`src/rtl/tpc_pkg.sv`:
```
// Shared types and constants for the traffic phase controller family.
package tpc_pkg;

  // Controller states; the encoding matches the external phase code.
  typedef enum logic [1:0] {
    ALL_RED = 2'b00,
    GREEN   = 2'b01,
    YELLOW  = 2'b10
  } tpc_state_t;

  // External phase code driven to the system top.
  localparam logic [1:0] PH_ALLRED = 2'b00;
  localparam logic [1:0] PH_GREEN  = 2'b01;
  localparam logic [1:0] PH_YELLOW = 2'b10;

  // Width of a counter that must reach (longest duration - 1); never below one bit.
  function automatic int tpc_cnt_width(input int green_cycles,
                                       input int yellow_cycles,
                                       input int allred_cycles);
    int longest;
    int w;
    longest = green_cycles;
    if (yellow_cycles > longest) longest = yellow_cycles;
    if (allred_cycles > longest) longest = allred_cycles;
    w = $clog2(longest);
    return (w < 1) ? 1 : w;
  endfunction

endpackage

```
`src/rtl/rr_next_sel.sv`:
```
// Round-robin next-index selector: finds the first set request strictly after
// rr_ptr, wrapping around, with rr_ptr itself considered last.
module rr_next_sel #(
  parameter  int NUM_DIR = 4,
  localparam int DIR_W   = $clog2(NUM_DIR)
) (
  input  logic [NUM_DIR-1:0] req,
  input  logic [DIR_W-1:0]   rr_ptr,
  output logic               valid,
  output logic [DIR_W-1:0]   next_idx
);

  // Scan offsets from farthest to nearest so the nearest requester wins.
  always_comb begin
    int pos;
    valid    = 1'b0;
    next_idx = '0;
    pos      = 0;
    for (int k = NUM_DIR; k >= 1; k--) begin
      pos = (int'(rr_ptr) + k) % NUM_DIR;
      if (req[pos[DIR_W-1:0]]) begin
        valid    = 1'b1;
        next_idx = pos[DIR_W-1:0];
      end
    end
  end

endmodule

```
`src/rtl/traffic_phase_controller.sv`:
```
// Multi-direction traffic phase controller: round-robin green grants with
// programmable green/yellow/all-red durations and an emergency override.
module traffic_phase_controller #(
  parameter  int NUM_DIR       = 4,
  parameter  int GREEN_CYCLES  = 8,
  parameter  int YELLOW_CYCLES = 2,
  parameter  int ALLRED_CYCLES = 1,
  localparam int DIR_W         = $clog2(NUM_DIR)
) (
  input  logic               clock,
  input  logic               reset,
  input  logic [NUM_DIR-1:0] req,
  input  logic               emergency,
  output logic [NUM_DIR-1:0] green,
  output logic [NUM_DIR-1:0] yellow,
  output logic [NUM_DIR-1:0] red,
  output logic [DIR_W-1:0]   active_dir,
  output logic [1:0]         phase
);

  import tpc_pkg::*;

  localparam int CNT_W = tpc_cnt_width(GREEN_CYCLES, YELLOW_CYCLES, ALLRED_CYCLES);
  localparam logic [CNT_W-1:0] G_LAST  = CNT_W'(GREEN_CYCLES - 1);
  localparam logic [CNT_W-1:0] Y_LAST  = CNT_W'(YELLOW_CYCLES - 1);
  localparam logic [CNT_W-1:0] AR_LAST = CNT_W'(ALLRED_CYCLES - 1);

  tpc_state_t         state;
  tpc_state_t         state_nxt;
  logic [CNT_W-1:0]   cnt;
  logic [CNT_W-1:0]   cnt_nxt;
  logic [CNT_W-1:0]   cur_last;
  logic               at_last;
  logic [DIR_W-1:0]   rr_ptr;
  logic [NUM_DIR-1:0] active_mask;
  logic [NUM_DIR-1:0] other;
  logic               sel_valid;
  logic [DIR_W-1:0]   sel_idx;
  logic               grant;

  rr_next_sel #(
    .NUM_DIR(NUM_DIR)
  ) u_sel (
    .req      (req),
    .rr_ptr   (rr_ptr),
    .valid    (sel_valid),
    .next_idx (sel_idx)
  );

  assign active_mask = {{(NUM_DIR-1){1'b0}}, 1'b1} << active_dir;
  assign other       = req & ~active_mask;

  // Exit threshold of the current state; the counter saturates there.
  always_comb begin
    cur_last = AR_LAST;
    case (state)
      GREEN:   cur_last = G_LAST;
      YELLOW:  cur_last = Y_LAST;
      default: cur_last = AR_LAST;
    endcase
  end

  assign at_last = (cnt == cur_last);

  // Next-state logic; emergency blocks grants and cuts green short.
  always_comb begin
    state_nxt = state;
    grant     = 1'b0;
    case (state)
      ALL_RED: begin
        if (at_last && !emergency && sel_valid) begin
          state_nxt = GREEN;
          grant     = 1'b1;
        end
      end
      GREEN: begin
        if (emergency || (at_last && (other != '0))) begin
          state_nxt = YELLOW;
        end
      end
      YELLOW: begin
        if (at_last) begin
          state_nxt = ALL_RED;
        end
      end
      default: state_nxt = ALL_RED;
    endcase
  end

  // Dwell counter: clears on state entry, otherwise counts up to the threshold.
  always_comb begin
    cnt_nxt = cnt;
    if (state_nxt != state) begin
      cnt_nxt = '0;
    end else if (!at_last) begin
      cnt_nxt = cnt + CNT_W'(1);
    end
  end

  // State, counter and arbitration pointer registers.
  always_ff @(posedge clock or posedge reset) begin
    if (reset) begin
      state      <= ALL_RED;
      cnt        <= '0;
      rr_ptr     <= DIR_W'(NUM_DIR - 1);
      active_dir <= '0;
    end else begin
      state <= state_nxt;
      cnt   <= cnt_nxt;
      if (grant) begin
        rr_ptr     <= sel_idx;
        active_dir <= sel_idx;
      end
    end
  end

  // Lamp and phase decode from registered state only.
  always_comb begin
    green  = '0;
    yellow = '0;
    phase  = PH_ALLRED;
    case (state)
      GREEN: begin
        green = active_mask;
        phase = PH_GREEN;
      end
      YELLOW: begin
        yellow = active_mask;
        phase  = PH_YELLOW;
      end
      default: begin
        phase = PH_ALLRED;
      end
    endcase
  end

  assign red = ~(green | yellow);

endmodule
```
`config.mk`:
```
export PLATFORM = sky130hd
export DESIGN_NAME = traffic_phase_controller
export DESIGN_NICKNAME = d
export VERILOG_FILES = /design/src/rtl/tpc_pkg.sv /design/src/rtl/rr_next_sel.sv /design/src/rtl/traffic_phase_controller.sv
export SDC_FILE = /design/constraint.sdc
export NUM_CORES = 1
export LEC_CHECK = 0
export ABC_AREA = 1
export CORE_MARGIN = 4
export CORE_UTILIZATION = 30
export DETAILED_ROUTE_END_ITERATION = 16
export GPL_TIMING_DRIVEN = 0
export HOLD_SLACK_MARGIN = 0.15
export SYNTH_ARGS = -nofsm -noshare
export SYNTH_HDL_FRONTEND = slang
export SYNTH_SLANG_ARGS = --single-unit
```
`constraint.sdc`:
```
create_clock -name clock -period 2 [get_ports clock]
set_clock_uncertainty 0.1 [all_clocks]
set_input_delay 0.4 -clock clock [delete_from_list [all_inputs] [get_ports clock]]
set_output_delay 0.4 -clock clock [all_outputs]
set_load 0.05 [all_outputs]
```
==> qor.yml, run 1 <==
routing:
  first_pass_iters: 4
  via_per_inst: 4.611
  remaining_drc_errors: 0
  drt_iter0_markers: 18
  wl_um: 2338
  ant_nets: 0
  vias: 936
  detail_route.wl_per_cell_um: 11.52
worst_setup_path:
  cp_num_buf_inv: 3
  cp_max_fo: 5
  critPathTopFamily: "buffers and inverters"
  required_ns: 1.50
  endpoint_kind: "primary output"
  path_class: "reg2out"
  cp_slowest_stage_delay_ns: 0.42
  worst_path_most_repeated_cell: "nor2_4"
  cp_cell_sequence: "inv_4, ha_4, clkinvlp_4, nor2_4, nor2_4, buf_6"
  crit_slowest_cell: "dfrtp_2"
  worstSetupStartpointType: "flip-flop"
  arrival_ns: 1.52
floorplan:
  die_h_um: 61.14
  ios: 23
  core.rowCount: 19
  fp.dieArea_mm2: 0.003737
  core_mm2: 0.002734
  initial_core_util_pct: 30.98
  die_w_um: 61.14
timing:
  rsz0062_at_grt: "yes"
  clock.fmax_mhz: 494.2
  final.setup.worst_slack_ns: -0.02337
  maxSlewViolCount: 0
  fin_crit_ns: 2.023
  relSlewSlack_pct: 67.26
  hold_violations: 0
  post-route-period-util_pct: 101.2
  finalSetupViolations: 7
  worst_pin_slew_ns: 0.4930
cts:
  clock_latency_ns: 0.25
  clockBufferDepth: 2
  holdBufCountCts: 0
  htreeDepth: 1
  clk_pin_slew_ns: 0.06
  clock_sinks: 9
  numCtsBuffers: 3
  cts_tree: "built"
  cts_root_buf: "clkbuf_4"
power_and_ir_drop:
  p_per_area_mw_per_mm2: 1666
  p_leak_uw: 0.0006750
  total_power_uw: 2379
  ir_worst_vdd_mv: 0.9735
logic_synthesis:
  ys_seq_elements: 9
  synthCells: 134
  ys_seq_area_share_pct: 26.88
  yosysWarnings: 0
  syn-num-nets: 146
  syn_area_um2: 847.1
  synth.avg_cell_area_um2: 6.321
  synthDistinctLibCells: 23
final_layout:
  num_antenna_cells: 0
  final_nets: 185
  drive_gt1_share_pct: 45.93
  final_cell_mix: "nand2_1, inv_1, nor2_4"
  nFillCells: 263
  final_common_cell: "nand2_1"
  area_delta_synth_final_pct: 68.54
status:
  violations: "negative setup slack"
  status: "finished with violations"
grt:
  antenna_found_initial: 0
  grt_usage_pct: 13.14
  grt_pass1_vias: 887
  grt_max_degree: 11
  overflow: 0
  grt_first_pass_wirelength_um: 3732
min_path:
  hold_class: "in2async"
placed_design:
  gp_congestion: 0.7684
  dp_hpwl_um: 1784
  io_buffers: 22
  post-place-ws_ns: -0.5105
run:
  drv_cap: 0
through the flow:
stage | utilization [%] | std cells | setup TNS, ns | cell area, um2 | hold slack [ns]
2_1_floorplan | - | 134 | -0.1470 | 967.2 | 0.1264
3_3_place_gp | 44.85 | 187 | -5.866 | 1226 | 0.4646
3_5_place_dp | 44.85 | 187 | -6.231 | 1226 | 0.4680
4_1_cts | 48.19 | 198 | -0.1643 | 1318 | 0.3082
5_1_grt | 52.22 | 203 | -1.056 | 1428 | 0.3334
6_report | 52.22 | 203 | -0.07556 | 1428 | 0.3062
Yosys cell counts:
cell type,n,area share [%]
nand2_1,33,15
xnor2_1,2,2.1
o211ai_1,1,0.89
o31ai_1,1,0.89
buf_6,1,1.3
nand2_2,6,4.4
o21ai_0,4,2.4
inv_2,2,0.89
nand2_4,1,1.3
dfrtp_1,7,21
o21ai_2,1,1.0
nor2_1,24,11
o21ai_1,5,3.0
a21oi_1,4,2.4
nand3_1,9,5.3
inv_1,20,8.9
xor2_1,2,2.1
nand3_2,1,1.2
clkinv_1,1,0.44
dfstp_2,2,6.2
nor2_2,1,0.74
nor2_4,1,1.3
ha_1,5,7.4
flip-flops by register name, indices dropped and copies added (netlist names):
| name | count |
|---|---|
| cnt | 3 |
| rr_ptr | 2 |
| active_dir | 2 |
| state | 2 |
worst paths after layout:
kind / slack, ns / start / depth (start not counted) / end
worst max register to register: 0.07 / state[1] / 14 / cnt[2]
worst min-delay path: 0.31 / reset / 2 / cnt[2]
worst max-delay path: -0.02 / state[1] / 6 / red[3]
worst min register to register: 0.47 / rr_ptr[0] / 2 / rr_ptr[0]
min in group clock: 0.47 / rr_ptr[0] / 2 / rr_ptr[0]
max in group asynchronous: 1.20 / reset / 2 / rr_ptr[0]
power breakdown:
part / total, uW / leakage [uW] / switching [uW] / internal, uW
logic: 1890 / 0.000550 / 1180 / 707
clock network: 133 / 0.0000150 / 56.9 / 76.5
registers: 357 / 0.000110 / 85.1 / 272
total: 2380 / 0.000675 / 1320 / 1050
area by class of cell:
cell class	count	area, um2	share of cell area [%]
flip-flops and latches	9	230.2	16.13
plain buffers	1	11.26	0.7888
well taps	31	38.79	2.717
inverters	23	98.84	6.924
multi-input cells	101	700.7	49.08
clock buffers	4	26.28	1.840
repair buffers	34	321.6	22.52
metal layers:
metal | up-vias | GRT usage (%) | routed length [um]
met5 | - | 0 | 0
met4 | 0 | 1.858 | 0
met3 | 0 | 3.983 | 82
met2 | 19 | 24.47 | 1242
met1 | 428 | 14.96 | 1012
li1 | 489 | - | -
kinds of logic (layout without fill, tap and decap cells):
logic type | count (synthesis) | after routing | synth area share, %
simple gates | 76 | 76 | 39.59
xor+xnor | 4 | 4 | 4.137
flops | 9 | 9 | 26.88
compound gates | 16 | 16 | 10.49
buf+inv | 24 | 62 | 11.52
fa+ha+maj | 5 | 5 | 7.386
what timing repair did:
item	CTS	global route
pin swaps	4	14
resized for setup	91	20
gates cloned	0	0
endpoints found under the setup margin	22	20
buffers inserted	7	5
Power figures use the tool's default switching activity.
==> inputs of run 2 (changes only) <==
--- a/config.mk
+++ b/config.mk
@@ -8,6 +8,7 @@
 export ABC_AREA = 1
 export CORE_MARGIN = 4
 export CORE_UTILIZATION = 30
+export CTS_BUF_LIST = sky130_fd_sc_hd__clkbuf_16
 export DETAILED_ROUTE_END_ITERATION = 16
 export GPL_TIMING_DRIVEN = 0
 export HOLD_SLACK_MARGIN = 0.15
==> run 2 against run 1 <==
The flow still finishes with violations (negative setup slack); combinational power rose by 4%; critical path depth did not move; power rose by 13%; non-clock buffer count rose by 2; flip-flop and latch count did not move; first-iteration DRC count fell by 28%; cell count rose by 0.99%; register-to-register slack got worse by 0.05 ns; largest power group unchanged; highest routed layer is now met4.
==> qor.yml, run 2 (same netlist as run 1, synthesis figures left out) <==
timing:
  finalSetupViolations: 7  # unchanged
  clock.fmax_mhz: 493.3  # -0.19%
  hold_violations: 0  # unchanged
  worst_pin_slew_ns: 0.5106  # +0.01763 ns
  rsz0062_at_grt: "yes"
  post-route-period-util_pct: 101.4  # +0.20 points
  fin_crit_ns: 2.027  # +0.003934 ns
  relSlewSlack_pct: 65.90  # -1.4 points
  whs_ns: 0.3262  # +0.01999 ns
  final.setup.worst_slack_ns: -0.02730  # -0.003934 ns
  fin_tns_setup_ns: -0.1090  # -0.03345 ns
  maxSlewViolCount: 0  # unchanged
worst_setup_path:
  r2r-end: "cnt[2]"
  r2r-start: "state[1]"
  ff2ff_setup_slack_ns: 0.02  # -0.05 ns
  arrival_ns: 1.53  # about the same
  rr_worst_depth: 14  # unchanged
  required_ns: 1.50  # about the same
  worstSetupStartpointType: "flip-flop"
  endpoint_kind: "primary output"
  cp_max_fo: 5  # unchanged
  path_class: "reg2out"
  crit_path_end: "red[3]"
  cp-startpoint: "state[1]"
cts:
  clock_latency_ns: 0.23  # -0.02 ns
  htreeDepth: 1  # unchanged
  cts_tree: "built"
  clock_sinks: 9  # unchanged
  clockBufferDepth: 2  # unchanged
  holdBufCountCts: 0  # unchanged
  cts_root_buf: "clkbuf_16"
  clk_pin_slew_ns: 0.04  # -0.02 ns
  numCtsBuffers: 3  # unchanged
placed_design:
  gp_congestion: 0.7684  # unchanged
  dp_hpwl_um: 1784  # unchanged
  io_buffers: 22  # unchanged
min_path:
  hold_class: "in2async"
grt:
  overflow: 0  # unchanged
  antenna_found_initial: 0  # unchanged
  grt_usage_pct: 13.53  # +0.39 points
  grt_pass1_vias: 897  # +1.1%
  grt_max_degree: 11  # unchanged
  grt_first_pass_wirelength_um: 3829  # +2.6%
final_layout:
  largest_register_ffs: 3  # unchanged
  final_common_cell: "nand2_1"
  fin_util_pct: 55.79  # +3.6 points
  drive_gt1_share_pct: 46.55  # +0.62 points
  num_antenna_cells: 0  # unchanged
  final_cell_mix: "nand2_1, inv_1, nor2_4"
  final_nets: 187  # +1.1%
  area_delta_synth_final_pct: 80.06
  multi_input_area_um2: 716.9  # +2.3%
  regMostFlops: "cnt"
  seq_area_um2: 230.2  # unchanged
  nFillCells: 258  # -1.9%
status:
  status: "finished with violations"
  violations: "negative setup slack"
routing:
  ant_nets: 0  # unchanged
  remaining_drc_errors: 0  # unchanged
  first_pass_iters: 4  # unchanged
  via_per_inst: 4.688  # +1.7%
  vias: 961  # +2.7%
  drt_iter0_markers: 13  # -5
  wl_um: 2502  # +7.0%
  detail_route.wl_per_cell_um: 12.20  # +6.0%
power_and_ir_drop:
  ir_worst_vdd_mv: 1.044  # +7.2%
  total_power_uw: 2683  # +13%
  p_leak_uw: 0.0007434  # +10%
  p_per_area_mw_per_mm2: 1759  # +5.6%
floorplan:
  fp.dieArea_mm2: 0.003737  # unchanged
  die_h_um: 61.14  # unchanged
  core.rowCount: 19  # unchanged
  ios: 23  # unchanged
  initial_core_util_pct: 30.98  # unchanged
  die_w_um: 61.14  # unchanged
  core_mm2: 0.002734  # unchanged
run:
  drv_cap: 0  # unchanged
==> run 2: stage by stage <==
stage | setup slack, ns | instances | cell area [um2]
final | -0.02730 | 205 | 1525
after global placement | -0.4879 | 187 | 1226
after CTS | -0.03439 | 199 | 1396
after detailed placement | -0.5105 | 187 | 1226
after global routing | -0.09114 | 205 | 1525
after floorplan | -0.03675 | 134 | 967.2
==> run 2: repair_timing <==
item | in CTS | in global routing
setup endpoints to repair | 20 | 23
gates resized for setup | 91 | 24
buffers inserted | 8 | 6
pin swaps | 8 | 11
==> run 2: worst min path at each step <==
stage	start	end	slack [ns]	cells past startpoint
after global placement	rr_ptr[0]	rr_ptr[0]	0.46	2
after floorplan	reset	active_dir[0]	0.13	1
after global routing	reset	cnt[0]	0.37	2
final	reset	active_dir[0]	0.33	2
after CTS	reset	active_dir[0]	0.34	2
after detailed placement	rr_ptr[0]	rr_ptr[0]	0.47	2
==> run 2: critical path: stages, from the launching register on <==
cell and delay (ns):
dfrtp_2 0.43, inv_4 0.10, ha_4 0.17, clkinvlp_4 0.21, nor2_4 0.19, nor2_4 0.04, buf_6 0.15
==> run 2: layout make-up <==
cell class / instances / share of cell area [%]
Sequential cell: 9 / 15.09
Clock inverter: 1 / 0.2461
Multi-Input combinational cell: 101 / 47.01
Timing Repair Buffer: 36 / 22.97
Clock buffer: 3 / 4.922
Tap cell: 31 / 2.543
Inverter: 23 / 6.481
Buffer: 1 / 0.7383
==> run 2: where the power goes <==
group	switching [uW]	total [uW]	leakage, uW	internal [uW]
sequential	96.6	369	0.000110	273
combinational	1220	1970	0.000592	751
clock	81.6	342	0.0000423	261
==> run 2: layer usage <==
| layer | part of all wire, % | track usage, % | vias to the layer above |
|---|---|---|---|
| li1 | - | - | 493 |
| met1 | 42 | 15.86 | 445 |
| met2 | 52 | 24.92 | 21 |
| met3 | 4.2 | 3.774 | 2 |
| met4 | 0.92 | 1.858 | 0 |
| met5 | 0 | 0 | - |
==> inputs of run 3 (changes only) <==
--- a/config.mk
+++ b/config.mk
@@ -7,11 +7,12 @@
 export LEC_CHECK = 0
 export ABC_AREA = 1
 export CORE_MARGIN = 4
-export CORE_UTILIZATION = 30
+export CORE_UTILIZATION = 42
 export CTS_BUF_LIST = sky130_fd_sc_hd__clkbuf_16
 export DETAILED_ROUTE_END_ITERATION = 16
 export GPL_TIMING_DRIVEN = 0
 export HOLD_SLACK_MARGIN = 0.15
+export PLACE_DENSITY = 0.74
 export SYNTH_ARGS = -nofsm -noshare
 export SYNTH_HDL_FRONTEND = slang
 export SYNTH_SLANG_ARGS = --single-unit
==> run 3 against run 2 <==
Non-clock buffer count rose by 1; the flow still finishes with violations (negative setup slack); sequential share of layout area up 0.34 points; largest cell class unchanged; die area fell by 25%.
==> qor.yml, run 3 (same netlist as run 1, synthesis figures left out) <==
status:
  status: "finished with violations"
  violations: "negative setup slack"
worst_setup_path:
  cp_max_fo: 4  # -1
  r2r-start: "state[0]"
  path_class: "reg2out"
  r2r-end: "cnt[1]"
  cp_cell_sequence: "inv_4, ha_4, clkinvlp_4, buf_6, nor2_4, nor2_4, buf_6"
  crit_slowest_cell: "dfrtp_2"
  endpoint_kind: "primary output"
  worstSetupStartpointType: "flip-flop"
  cp_slowest_stage_delay_ns: 0.43  # about the same
  ff2ff_setup_slack_ns: -0.02  # -0.04 ns
  rr_worst_depth: 15  # +1
  arrival_ns: 1.54  # about the same
  required_ns: 1.50  # about the same
cts:
  cts_root_buf: "clkbuf_16"
  holdBufCountCts: 0  # unchanged
  clockBufferDepth: 2  # unchanged
  cts_tree: "built"
  htreeDepth: 1  # unchanged
  clock_latency_ns: 0.23  # about the same
  clock_sinks: 9  # unchanged
  clk_pin_slew_ns: 0.04  # about the same
  numCtsBuffers: 3  # unchanged
power_and_ir_drop:
  p_per_area_mw_per_mm2: 1817  # +3.3%
  ir_worst_vdd_mv: 1.183  # +13%
  p_leak_uw: 0.0007379  # -0.74%
timing:
  hold_violations: 0  # unchanged
  fin_crit_ns: 2.039  # +0.01189 ns
  worst_pin_slew_ns: 0.5214  # +0.01077 ns
  finalSetupViolations: 8  # +1
  fin_tns_setup_ns: -0.1770  # -0.06796 ns
  relSlewSlack_pct: 65.18  # -0.72 points
  clock.fmax_mhz: 490.4  # -0.58%
  final.setup.worst_slack_ns: -0.03919  # -0.01189 ns
  rsz0062_at_grt: "yes"
  maxSlewViolCount: 0  # unchanged
  post-route-period-util_pct: 102.0  # +0.59 points
final_layout:
  regMostFlops: "cnt"
  nFillCells: 113  # -56%
  largest_register_ffs: 3  # unchanged
  layout.cells.non_filler: 200  # -2.4%
  fin_util_pct: 81.92  # +26 points
  final_cell_mix: "nand2_1, inv_1, nor2_4"
  final_nets: 188  # +0.53%
  num_antenna_cells: 0  # unchanged
  final_common_cell: "nand2_1"
  area_delta_synth_final_pct: 76.07
  drive_gt1_share_pct: 42.86  # -3.7 points
grt:
  overflow: 0  # unchanged
  antenna_found_initial: 0  # unchanged
  grt_pass1_vias: 969  # +8.0%
  grt_usage_pct: 19.62  # +6.1 points
  grt_first_pass_wirelength_um: 4091  # +6.8%
  grt_max_degree: 11  # unchanged
routing:
  first_pass_iters: 4  # unchanged
  vias: 996  # +3.6%
  via_per_inst: 4.980  # +6.2%
  detail_route.wl_per_cell_um: 13.26  # +8.6%
  ant_nets: 0  # unchanged
  remaining_drc_errors: 0  # unchanged
  wl_um: 2652  # +6.0%
  drt_iter0_markers: 31  # +18
run:
  drv_cap: 0  # unchanged
floorplan:
  initial_core_util_pct: 46.53  # +16 points
  fp.dieArea_mm2: 0.002799  # -25%
  die_w_um: 52.91  # -13%
  core_mm2: 0.001821  # -33%
  die_h_um: 52.91  # -13%
  ios: 23  # unchanged
  core.rowCount: 15  # -4
placed_design:
  io_buffers: 22  # unchanged
  gp_congestion: 0.7832  # +1.9%
  dp.cells: 181  # -3.2%
  dp_hpwl_um: 1701  # -4.7%
  post-place-ws_ns: -0.5040  # +0.006554 ns
min_path:
  hold_class: "in2async"
==> run 3: layout make-up <==
type                            count  area [um2]  share of cell area [%]
Clock buffer                        3       75.07                   5.034
Buffer                              1       11.26                  0.7550
Inverter                           23       98.84                   6.628
Clock inverter                      1       3.754                  0.2517
Timing Repair Buffer               37       359.1                   24.08
Tap cell                           25       31.28                   2.097
Multi-Input combinational cell    101       681.9                   45.72
Sequential cell                     9       230.2                   15.44
==> run 3: worst max-delay path: cells and delay by family, from the launching register on <==
kind	cells	cell delay (ns)
buffers and inverters	4	0.53
flip-flops	1	0.43
AND/OR/NAND/NOR	2	0.18
adder cells (fa/ha/maj)	1	0.17
==> run 3: where the power goes <==
group | internal [uW] | switching, uW
combinational | 776 | 1220
sequential | 273 | 88.3
clock | 262 | 90.9
total | 1310 | 1400
==> run 3: layer usage <==
metal	vias up	wire, um	global-route usage, %
met1	457	1093	22.74
met2	36	1386	34.50
met5	-	0	0
met3	5	142	2.817
li1	498	-	-
met4	0	30	10.21
==> run 3: stage by stage <==
| stage | hold WS [ns] | area, um2 | power (uW) |
|---|---|---|---|
| floorplan | 0.1264 | 967.2 | 1600 |
| global placement | 0.4521 | 1219 | 1895 |
| detailed placement | 0.4509 | 1219 | 1937 |
| CTS | 0.3414 | 1385 | 2425 |
| global route | 0.3591 | 1491 | 2892 |
| finish | 0.3341 | 1491 | 2710 |
==> run 3: repair_timing <==
action                     CTS  global route
resized for setup           88            19
gates cloned                 0             0
setup endpoints to repair   19            23
setup buffers               10             5
pin swaps                    4            10
==> run 3: how the worst max path moves through the flow <==
| stage | from | end | slack, ns | depth (start not counted) |
|---|---|---|---|---|
| 2_1_floorplan | state[1] | red[0] | -0.04 | 5 |
| 3_3_place_gp | state[0] | red[0] | -0.48 | 6 |
| 3_5_place_dp | state[0] | red[0] | -0.50 | 6 |
| 4_1_cts | state[1] | red[3] | -0.02 | 7 |
| 5_1_grt | state[1] | cnt[1] | -0.13 | 16 |
| 6_report | state[1] | red[3] | -0.04 | 7 |
